**src/rtl/uart_adder_requester.sv**
```systemverilog
// uart_adder_requester
//   Host-side initiator for the UART adder service. A request sends two 8N1
//   bytes, LSB first, on o_Tx_Serial:
//     byte A = {3'b000, carry_in, a}
//     byte B = {4'b0000, b}
//   The block then waits for a one-byte response on i_Rx_Serial. The result
//   is presented on the parallel port: rsp[3:0] is the sum, rsp[4] is the
//   carry, and rsp[7:5] must be zero.
//
// Ports
//   i_Clock       system clock
//   i_Reset_n     asynchronous active-low reset
//   i_Start       request strobe, sampled only while idle
//   i_A, i_B      4-bit operands (latched when the request is accepted)
//   i_Carry_In    carry in (latched with the operands)
//   i_Rx_Serial   response line from the adder (synchronised internally)
//   o_Tx_Serial   request line to the adder (idles high)
//   o_Busy        high while a transaction is in flight
//   o_Done        one-cycle completion pulse
//   o_Error       framing error, timeout or malformed response; valid with o_Done
//   o_Sum         result sum, held until the next successful completion
//   o_Carry_Out   result carry, same validity as o_Sum
module uart_adder_requester #(
  parameter int CLKS_PER_BIT = 1042,
  parameter int TIMEOUT_CLKS = 20840
) (
  input  logic       i_Clock,
  input  logic       i_Reset_n,
  input  logic       i_Start,
  input  logic [3:0] i_A,
  input  logic [3:0] i_B,
  input  logic       i_Carry_In,
  input  logic       i_Rx_Serial,
  output logic       o_Tx_Serial,
  output logic       o_Busy,
  output logic       o_Done,
  output logic       o_Error,
  output logic [3:0] o_Sum,
  output logic       o_Carry_Out
);

  localparam int CNT_W    = $clog2(CLKS_PER_BIT + 1);
  localparam int TMO_W    = $clog2(TIMEOUT_CLKS + 1);
  localparam int HALF_BIT = CLKS_PER_BIT / 2;

  typedef enum logic [2:0] {
    ST_IDLE,
    ST_SEND_A,
    ST_SEND_B,
    ST_WAIT_RSP,
    ST_RECV,
    ST_DONE
  } state_t;

  state_t           state_q, state_d;
  logic             rx_meta_q, rx_sync_q;
  logic [9:0]       tx_shift_q, tx_shift_d;
  logic [3:0]       b_q, b_d;
  logic [CNT_W-1:0] cnt_q, cnt_d;
  logic [3:0]       bit_idx_q, bit_idx_d;
  logic [TMO_W-1:0] tmo_q, tmo_d;
  logic [7:0]       rx_shift_q, rx_shift_d;
  logic [3:0]       sum_q, sum_d;
  logic             carry_q, carry_d;
  logic             err_q, err_d;

  always_ff @(posedge i_Clock or negedge i_Reset_n) begin
    if (!i_Reset_n) begin
      state_q    <= ST_IDLE;
      rx_meta_q  <= 1'b1;
      rx_sync_q  <= 1'b1;
      tx_shift_q <= '1;
      b_q        <= '0;
      cnt_q      <= '0;
      bit_idx_q  <= '0;
      tmo_q      <= '0;
      rx_shift_q <= '0;
      sum_q      <= '0;
      carry_q    <= 1'b0;
      err_q      <= 1'b0;
    end else begin
      state_q    <= state_d;
      rx_meta_q  <= i_Rx_Serial;
      rx_sync_q  <= rx_meta_q;
      tx_shift_q <= tx_shift_d;
      b_q        <= b_d;
      cnt_q      <= cnt_d;
      bit_idx_q  <= bit_idx_d;
      tmo_q      <= tmo_d;
      rx_shift_q <= rx_shift_d;
      sum_q      <= sum_d;
      carry_q    <= carry_d;
      err_q      <= err_d;
    end
  end

  always_comb begin
    state_d    = state_q;
    tx_shift_d = tx_shift_q;
    b_d        = b_q;
    cnt_d      = cnt_q;
    bit_idx_d  = bit_idx_q;
    tmo_d      = tmo_q;
    rx_shift_d = rx_shift_q;
    sum_d      = sum_q;
    carry_d    = carry_q;
    err_d      = err_q;

    case (state_q)
      ST_IDLE: begin
        if (i_Start) begin
          // The frame is loaded as {stop, data, start}. Bit 0 drives the
          // line, so the start bit appears on the cycle after acceptance.
          state_d    = ST_SEND_A;
          tx_shift_d = {1'b1, 3'b000, i_Carry_In, i_A, 1'b0};
          b_d        = i_B;
          cnt_d      = '0;
          bit_idx_d  = '0;
        end
      end

      ST_SEND_A, ST_SEND_B: begin
        if (cnt_q == CNT_W'(CLKS_PER_BIT - 1)) begin
          cnt_d = '0;
          if (bit_idx_q == 4'd9) begin
            bit_idx_d = '0;
            if (state_q == ST_SEND_A) begin
              // Byte B follows the stop bit of byte A with no idle gap.
              state_d    = ST_SEND_B;
              tx_shift_d = {1'b1, 4'b0000, b_q, 1'b0};
            end else begin
              state_d    = ST_WAIT_RSP;
              tx_shift_d = '1;
              tmo_d      = '0;
            end
          end else begin
            bit_idx_d  = bit_idx_q + 4'd1;
            tx_shift_d = {1'b1, tx_shift_q[9:1]};
          end
        end else begin
          cnt_d = cnt_q + CNT_W'(1);
        end
      end

      ST_WAIT_RSP: begin
        // The timeout keeps running while a start bit is being verified. It
        // saturates, so a long run of glitches cannot wrap it.
        if (tmo_q != TMO_W'(TIMEOUT_CLKS)) tmo_d = tmo_q + TMO_W'(1);
        // cnt_q == 0 means the block is hunting for a falling edge. A
        // non-zero value means it is counting towards the mid-start recheck.
        if (cnt_q == '0) begin
          if (!rx_sync_q) begin
            cnt_d = CNT_W'(1);
          end else if (tmo_q >= TMO_W'(TIMEOUT_CLKS - 1)) begin
            state_d = ST_DONE;
            err_d   = 1'b1;
          end
        end else if (cnt_q == CNT_W'(HALF_BIT)) begin
          if (!rx_sync_q) begin
            // Start bit confirmed. From here every full bit period lands on
            // a bit centre.
            state_d   = ST_RECV;
            cnt_d     = CNT_W'(1);
            bit_idx_d = '0;
          end else begin
            cnt_d = '0;
          end
        end else begin
          cnt_d = cnt_q + CNT_W'(1);
        end
      end

      ST_RECV: begin
        if (cnt_q == CNT_W'(CLKS_PER_BIT)) begin
          cnt_d = CNT_W'(1);
          if (bit_idx_q == 4'd8) begin
            // This is the stop-bit sample. On error the previous result is
            // kept on the port.
            state_d = ST_DONE;
            if (!rx_sync_q || (rx_shift_q[7:5] != 3'b000)) begin
              err_d = 1'b1;
            end else begin
              err_d   = 1'b0;
              sum_d   = rx_shift_q[3:0];
              carry_d = rx_shift_q[4];
            end
          end else begin
            rx_shift_d = {rx_sync_q, rx_shift_q[7:1]};
            bit_idx_d  = bit_idx_q + 4'd1;
          end
        end else begin
          cnt_d = cnt_q + CNT_W'(1);
        end
      end

      ST_DONE: begin
        state_d = ST_IDLE;
      end

      default: begin
        state_d = ST_IDLE;
      end
    endcase
  end

  assign o_Tx_Serial = tx_shift_q[0];
  assign o_Busy      = (state_q == ST_SEND_A) || (state_q == ST_SEND_B) ||
                       (state_q == ST_WAIT_RSP) || (state_q == ST_RECV);
  assign o_Done      = (state_q == ST_DONE);
  assign o_Error     = err_q;
  assign o_Sum       = sum_q;
  assign o_Carry_Out = carry_q;

endmodule

```
**config.mk**
```make
export PLATFORM = sky130hd
export DESIGN_NAME = uart_adder_requester
export DESIGN_NICKNAME = d
export VERILOG_FILES = /design/src/rtl/uart_adder_requester.sv
export SDC_FILE = /design/constraint.sdc
export NUM_CORES = 1
export LEC_CHECK = 0
export BUFFER_PORTS_ARGS = -buffer_cell sky130_fd_sc_hd__buf_4
export CORE_MARGIN = 5
export CORE_UTILIZATION = 32
export DETAILED_ROUTE_END_ITERATION = 8
export PLACE_DENSITY = 0.47
export SLEW_MARGIN = 15
export SYNTH_ARGS = -nofsm -noshare
export SYNTH_HDL_FRONTEND = slang
export SYNTH_SLANG_ARGS = --single-unit
```
**constraint.sdc**
```tcl
create_clock -name i_Clock -period 3 [get_ports i_Clock]
set_clock_uncertainty 0.15 [all_clocks]
set_input_delay 0.15 -clock i_Clock [delete_from_list [all_inputs] [get_ports i_Clock]]
set_output_delay 0.15 -clock i_Clock [all_outputs]
set_load 0.01 [all_outputs]
```
==> results_dict.tcl, run 1 <==
set metrics [dict create \
    port_buffers 21 \
    cts_max_level 3 \
    max_slew_margin_pct 45.31 \
    fp.dieArea_um2 13010 \
    busiest_layer "met2" \
    die_w_um 114.1 \
    worstMarginPinSlew_ns 0.8203 \
    fmax_mhz 366.1 \
    place_congestion 0.7644 \
    wire_per_inst_um 14.80 \
    grt_max_degree 63 \
    drt-initial-drc-count 126 \
    antennaDiodeCount 0 \
    finalWorstSetupSlack_ns 0.2683 \
    met1_usage_pct 18.27 \
    gr-usage-met3_pct 2.484 \
    synth_edf_count 0 \
    viasPerCell 5.110 \
    hp-start "i_A[2]" \
    core_area_um2 10750 \
    numCtsBuffers 9 \
    power_frac_comb_pct 39.2 \
    antenna_found_initial 0 \
    cts_hold_buf 8 \
    start_kind "register" \
    irDropWorstVdd_v 0.0002629 \
    crit_path_end_kind "register" \
    fillers 1114 \
    routed_wl_um 8037 \
    cts_setup_buffers 0 \
    syn-num-nets 388 \
    cts_root_buf "clkbuf_8" \
    initial_core_util_pct 32.25 \
    setup-violations-final 0 \
    worstPathArrival_ns 2.80 \
    rsz0062_at_grt "no" \
    synth_cell_types 62 \
    place_inst 519 \
    cts_tree "done" \
    clk_latency_ns 0.33 \
    met2_usage_pct 21.23 \
    hold_end "tx_shift_q[3]$_DFFE_PN1P_" \
    drc 0 \
    ant_nets 0 \
    finalMaxSlewViolations 0 \
    min_period_ns 2.732 \
    finalCritPeriodShare_pct 91.06 \
    synth_seq_cells 62 \
    max_cap_violations 0 \
    io_pins 22 \
    final_nets 420 \
    synthFlopType "dfrtp_1" \
    drive_above_1_share_pct 20.35 \
    p_switching_mw 1.233 \
    synth_cells 366 \
    stdcell_count 543 \
    worst-setup-path-type "register to register" \
    post-place-ws_ns 0.3140 \
    synth_seq_area_share_pct 45.16 \
    grt_pass1_wl_um 14060 \
    status "finished clean" \
    grt-ovfl-total 0 \
    intPower_mw 1.955 \
    hold_viol_final 0 \
    clk_pin_slew_ns 0.07 \
    final_cell_mix "dfrtp_1 (51), nor2_1 (36), nand2_1 (35)" \
    cp.required_ns 3.07 \
    reg2reg_depth 6 \
    grt_pass1_vias 2827 \
    num_vias 2775 \
    firstDrtPassIters 6 \
    yosysWarnings 0 \
    clkSinkCount 62 \
    cts_resized 0 \
    seqPwrFrac_pct 37.9 \
    syn_avg_cell_area_um2 9.469 \
    async_reset_ff_share_pct 100.0 \
    p_clk_share_pct 22.9 \
    cp_max_fo 7 \
    row_count 38 \
    tns_ns 0 \
    grtUsageTotal_pct 13.33 \
    clock_path_buffers 2 \
    p_sw_share_pct 38.69 \
    hold_depth 3 \
    synthesis.area_um2 3466 \
    power_density_nw_per_um2 790.0 \
    final_common_cell "dfrtp_1" \
    critPathLaunch "cnt_q[5]$_DFFE_PN0P_" \
    area_growth_syn_to_layout_pct 16.43 \
    rrSetupSlack_ns 0.27 \
    dp.final_hpwl_um 5578 \
    utilization_pct 37.55 \
    dieHeight_um 114.1 \
    timing.rr.end "state_q[1]$_DFFE_PN0P_" \
    hold_class "input pin to register" \
    cellLeakagePower_nw 1.841 \
    r2r-start "cnt_q[5]$_DFFE_PN0P_" \
]
==> cell usage after synthesis (2+ instances only) <==
library cell | number | share of area (%)
dfrtp_1 | 51 | 37
nor2_1 | 36 | 3.9
nand2_1 | 35 | 3.8
o21ai_0 | 25 | 3.6
a21oi_1 | 23 | 3.3
inv_1 | 19 | 2.1
mux2_2 | 17 | 5.5
nand3_1 | 15 | 2.2
dfstp_2 | 11 | 8.3
ha_1 | 9 | 3.2
a31oi_1 | 8 | 1.4
clkbuf_1 | 8 | 0.87
and3_1 | 7 | 1.3
nand4_1 | 7 | 1.3
mux2i_1 | 6 | 1.7
or3_1 | 6 | 1.1
xor2_1 | 6 | 1.5
o21ai_1 | 5 | 0.72
a21o_1 | 4 | 0.87
nor3_1 | 4 | 0.58
a221o_1 | 3 | 0.87
and2_1 | 3 | 0.54
buf_6 | 3 | 0.97
nand2b_1 | 3 | 0.54
nor4_1 | 3 | 0.54
xnor2_1 | 3 | 0.76
a22o_1 | 2 | 0.51
and4_1 | 2 | 0.51
and4bb_2 | 2 | 0.72
buf_2 | 2 | 0.29
nand3b_1 | 2 | 0.43
nand4b_1 | 2 | 0.51
nor2b_1 | 2 | 0.36
nor3b_1 | 2 | 0.43
o21a_1 | 2 | 0.43
or4_4 | 2 | 0.65
==> sequential cells by signal, indices dropped and copies added (netlist names), 3 cells and up <==
register and count:
bit_idx_q 4, cnt_q 11, tmo_q 15, b_q 4, state_q 3, o_Sum 4, tx_shift_q 9, rx_shift_q 8
==> metrics by stage <==
stage	hold slack (ns)	cell area (um^2)	total power, mW
final	0.01879	4035	3.188
after CTS	0.0008442	4035	3.239
after global routing	0.01816	4035	3.459
after floorplan	-0.2956	3466	2.130
after global placement	0.1102	3762	2.472
after detailed placement	0.1095	3762	2.479
==> kinds of logic (layout without fill, tap and decap cells) <==
kind of cell             after synthesis  count (layout)  share of synthesized area [%]
buffers and inverters                 33              70                          4.404
adder cells (fa/ha/maj)                9               9                          3.249
XOR/XNOR                               9               9                          2.274
multiplexers                          24              24                          7.581
AND/OR/NAND/NOR                      139             139                          20.79
flip-flops                            62              62                          45.16
AO/OA/AOI/OAI                         90              90                          16.53
==> per-layer routing <==
metal  part of all wire, %  vias to the layer above
met1                    48                     1354
met2                    47                       33
met5                     0                        -
li1                      -                     1379
met3                   3.2                        9
met4                   1.5                        0
==> power groups by stage <==
stage / registers [mW] / logic [mW] / clock network, mW
2_1_floorplan: 1.15 / 0.975 / 0
3_3_place_gp: 1.22 / 1.25 / 0
3_5_place_dp: 1.22 / 1.25 / 0
4_1_cts: 1.21 / 1.27 / 0.762
5_1_grt: 1.24 / 1.42 / 0.795
6_report: 1.21 / 1.25 / 0.729
==> layout make-up <==
type                       count  area, um^2  area share [%]
clock buffer                  12       145.1           3.597
inverter                      19       71.32           1.767
sequential                    62        1565           38.79
timing repair buffer          35       282.8           7.008
clock inverter                 4       47.55           1.178
tap                          140       175.2           4.341
multi-input combinational    271        1748           43.32
==> worst max-delay path by stage <==
stage                                   to  cells past startpoint
floorplan           state_q[1]$_DFFE_PN0P_                      7
global placement    state_q[1]$_DFFE_PN0P_                      6
detailed placement  state_q[1]$_DFFE_PN0P_                      6
CTS                 state_q[1]$_DFFE_PN0P_                      6
global route          cnt_q[2]$_DFFE_PN0P_                      6
finish              state_q[1]$_DFFE_PN0P_                      6
==> worst max-delay path: stages (launching register included) <==
cell and delay (ns):
dfrtp_1 0.46, nor3_2 0.39, nand4_1 0.29, o21ai_0 0.48, o211ai_2 0.21, a211oi_2 0.28, mux2_1 0.36
(Power assumes the default switching activity.)
==> run 2, diff against run 1 <==
--- a/config.mk
+++ b/config.mk
@@ -6,7 +6,7 @@
 export NUM_CORES = 1
 export LEC_CHECK = 0
 export BUFFER_PORTS_ARGS = -buffer_cell sky130_fd_sc_hd__buf_4
-export CORE_MARGIN = 5
+export CORE_MARGIN = 2
 export CORE_UTILIZATION = 32
 export DETAILED_ROUTE_END_ITERATION = 8
 export PLACE_DENSITY = 0.47
==> run 2 against run 1 <==
Effect of this change:
- non-clock buffer count is 1 higher
- combinational power hardly changed
- critical endpoint unchanged
- power is 2.6% higher
- critical path type unchanged
==> results_dict.tcl, run 2 (synthesis results as in run 1) <==
set metrics [dict create \
    status "finished clean" \
    place_congestion 0.8435 \
    area_growth_syn_to_layout_pct 17.26 \
    worst-setup-path-type "register to register" \
    viasPerCell 5.220 \
    power_density_nw_per_um2 804.7 \
    max_cap_violations 0 \
    antennaDiodeCount 0 \
    hold_viol_final 0 \
    stdcell_count 540 \
    dp.final_hpwl_um 5417 \
    slowest_stage "o21ai_0" \
    start_kind "register" \
    grt_pass1_vias 2824 \
    core_area_um2 10420 \
    regMostFlops "tmo_q" \
    drive_above_1_share_pct 20.30 \
    final_nets 421 \
    clkSinkCount 62 \
    finalCritPeriodShare_pct 93.58 \
    cts_resized 0 \
    place_inst 514 \
    max_slew_margin_pct 46.22 \
    fp.dieArea_um2 11680 \
    timing.rr.end "state_q[1]$_DFFE_PN0P_" \
    cts_max_level 3 \
    r2r-start "cnt_q[5]$_DFFE_PN0P_" \
    worstPathCellList "nor3_2 -> nand4_1 -> o21ai_0 -> o211ai_2 -> a211oi_2 -> mux2_1" \
    largest_register_ffs 15 \
    grt-ovfl-total 0 \
    drt-initial-drc-count 163 \
    clock_path_buffers 2 \
    clk_pin_slew_ns 0.07 \
    hold_end "tx_shift_q[5]$_DFFE_PN1P_" \
    drc 0 \
    antenna_found_initial 0 \
    wire_per_inst_um 14.93 \
    routed_wl_um 8060 \
    finalMaxSlewViolations 0 \
    rsz0062_at_grt "no" \
    grt_max_degree 63 \
    cp.required_ns 3.07 \
    rrSetupSlack_ns 0.19 \
    hp-start "i_Carry_In" \
    grt_pass1_wl_um 13860 \
    num_vias 2819 \
    io_pins 22 \
    worstMarginPinSlew_ns 0.8067 \
    cp_max_fo 7 \
    dieHeight_um 108.1 \
    min_period_ns 2.807 \
    setup-violations-final 0 \
    worstPathArrival_ns 2.87 \
    reg2reg_depth 6 \
    port_buffers 21 \
    firstDrtPassIters 4 \
    hold_class "input pin to register" \
    fmax_mhz 356.2 \
    fillers 1052 \
    ant_nets 0 \
    row_count 37 \
    die_w_um 108.1 \
    cts_tree "done" \
    slowest_delay_ns 0.59 \
    hold_depth 3 \
    final_common_cell "dfrtp_1" \
    numCtsBuffers 9 \
    tns_ns 0 \
    crit_path_end_kind "register" \
    irDropWorstVdd_v 0.0003023 \
    grtUsageTotal_pct 14.94 \
    top_regs "tmo_q: 15 flops, cnt_q: 11 flops, tx_shift_q: 9 flops" \
    final_cell_mix "dfrtp_1 (51), nor2_1 (36), nand2_1 (35)" \
    cts_root_buf "clkbuf_8" \
    initial_core_util_pct 33.27 \
    cellLeakagePower_nw 1.855 \
    clk_latency_ns 0.34 \
]
run 2: final cells by class:
cell class | count | area [um^2] | area share [%]
clock buffers | 10 | 127.6 | 3.140
multi-input cells | 271 | 1748 | 43.01
inverters | 19 | 71.32 | 1.755
repair buffers | 36 | 295.3 | 7.266
clock inverters | 6 | 86.33 | 2.124
flip-flops and latches | 62 | 1565 | 38.52
well taps | 136 | 170.2 | 4.187
run 2: per-stage QoR:
step	util [%]	power [mW]	setup WS, ns	hold slack [ns]	instance area (um^2)
final	39.02	3.270	0.1927	0.07115	4064
after global routing	39.02	3.530	0.08749	0.05984	4064
after CTS	39.02	3.301	0.2416	0.05254	4064
after detailed placement	36.00	2.457	0.2842	0.1102	3750
after global placement	36.00	2.445	0.2127	0.1105	3750
after floorplan	-	2.130	0.5891	-0.2956	3466
run 2: power breakdown:
| part | switching (mW) | leakage, nW | internal [mW] | total (mW) |
|---|---|---|---|---|
| sequential | 0.164 | 0.808 | 1.04 | 1.21 |
| combinational | 0.750 | 0.941 | 0.498 | 1.25 |
| clock | 0.349 | 0.106 | 0.467 | 0.816 |
| total | 1.26 | 1.85 | 2.01 | 3.27 |
run 2: how the worst max path moves through the flow:
stage / startpoint / slack (ns) / endpoint
floorplan: tmo_q[7]$_DFFE_PN0P_ / 0.59 / state_q[1]$_DFFE_PN0P_
global placement: cnt_q[5]$_DFFE_PN0P_ / 0.21 / state_q[1]$_DFFE_PN0P_
detailed placement: cnt_q[5]$_DFFE_PN0P_ / 0.28 / state_q[1]$_DFFE_PN0P_
CTS: cnt_q[5]$_DFFE_PN0P_ / 0.24 / state_q[1]$_DFFE_PN0P_
global route: cnt_q[1]$_DFFE_PN0P_ / 0.09 / cnt_q[2]$_DFFE_PN0P_
finish: cnt_q[5]$_DFFE_PN0P_ / 0.19 / state_q[1]$_DFFE_PN0P_
run 2: worst max-delay path, delay by kind of cell (launching register included):
family             cells  cell delay, ns
and+or+nand+nor        2            0.61
DFF                    1            0.45
AOI/OAI and AO/OA      3            1.12
muxes                  1            0.35
run 2: repair_timing:
action,4_1_cts,5_1_grt
hold buffers,10,0
setup buffers,0,0
endpoints found under the hold margin,60,0
run 2: metal layers:
layer | GRT usage [%] | wire [um] | vias up
met1 | 20.47 | 4127 | 1376
met4 | 5.586 | 91 | 0
met3 | 3.074 | 261 | 8
li1 | - | - | 1380
met2 | 23.27 | 3579 | 55
met5 | 0 | 0 | -
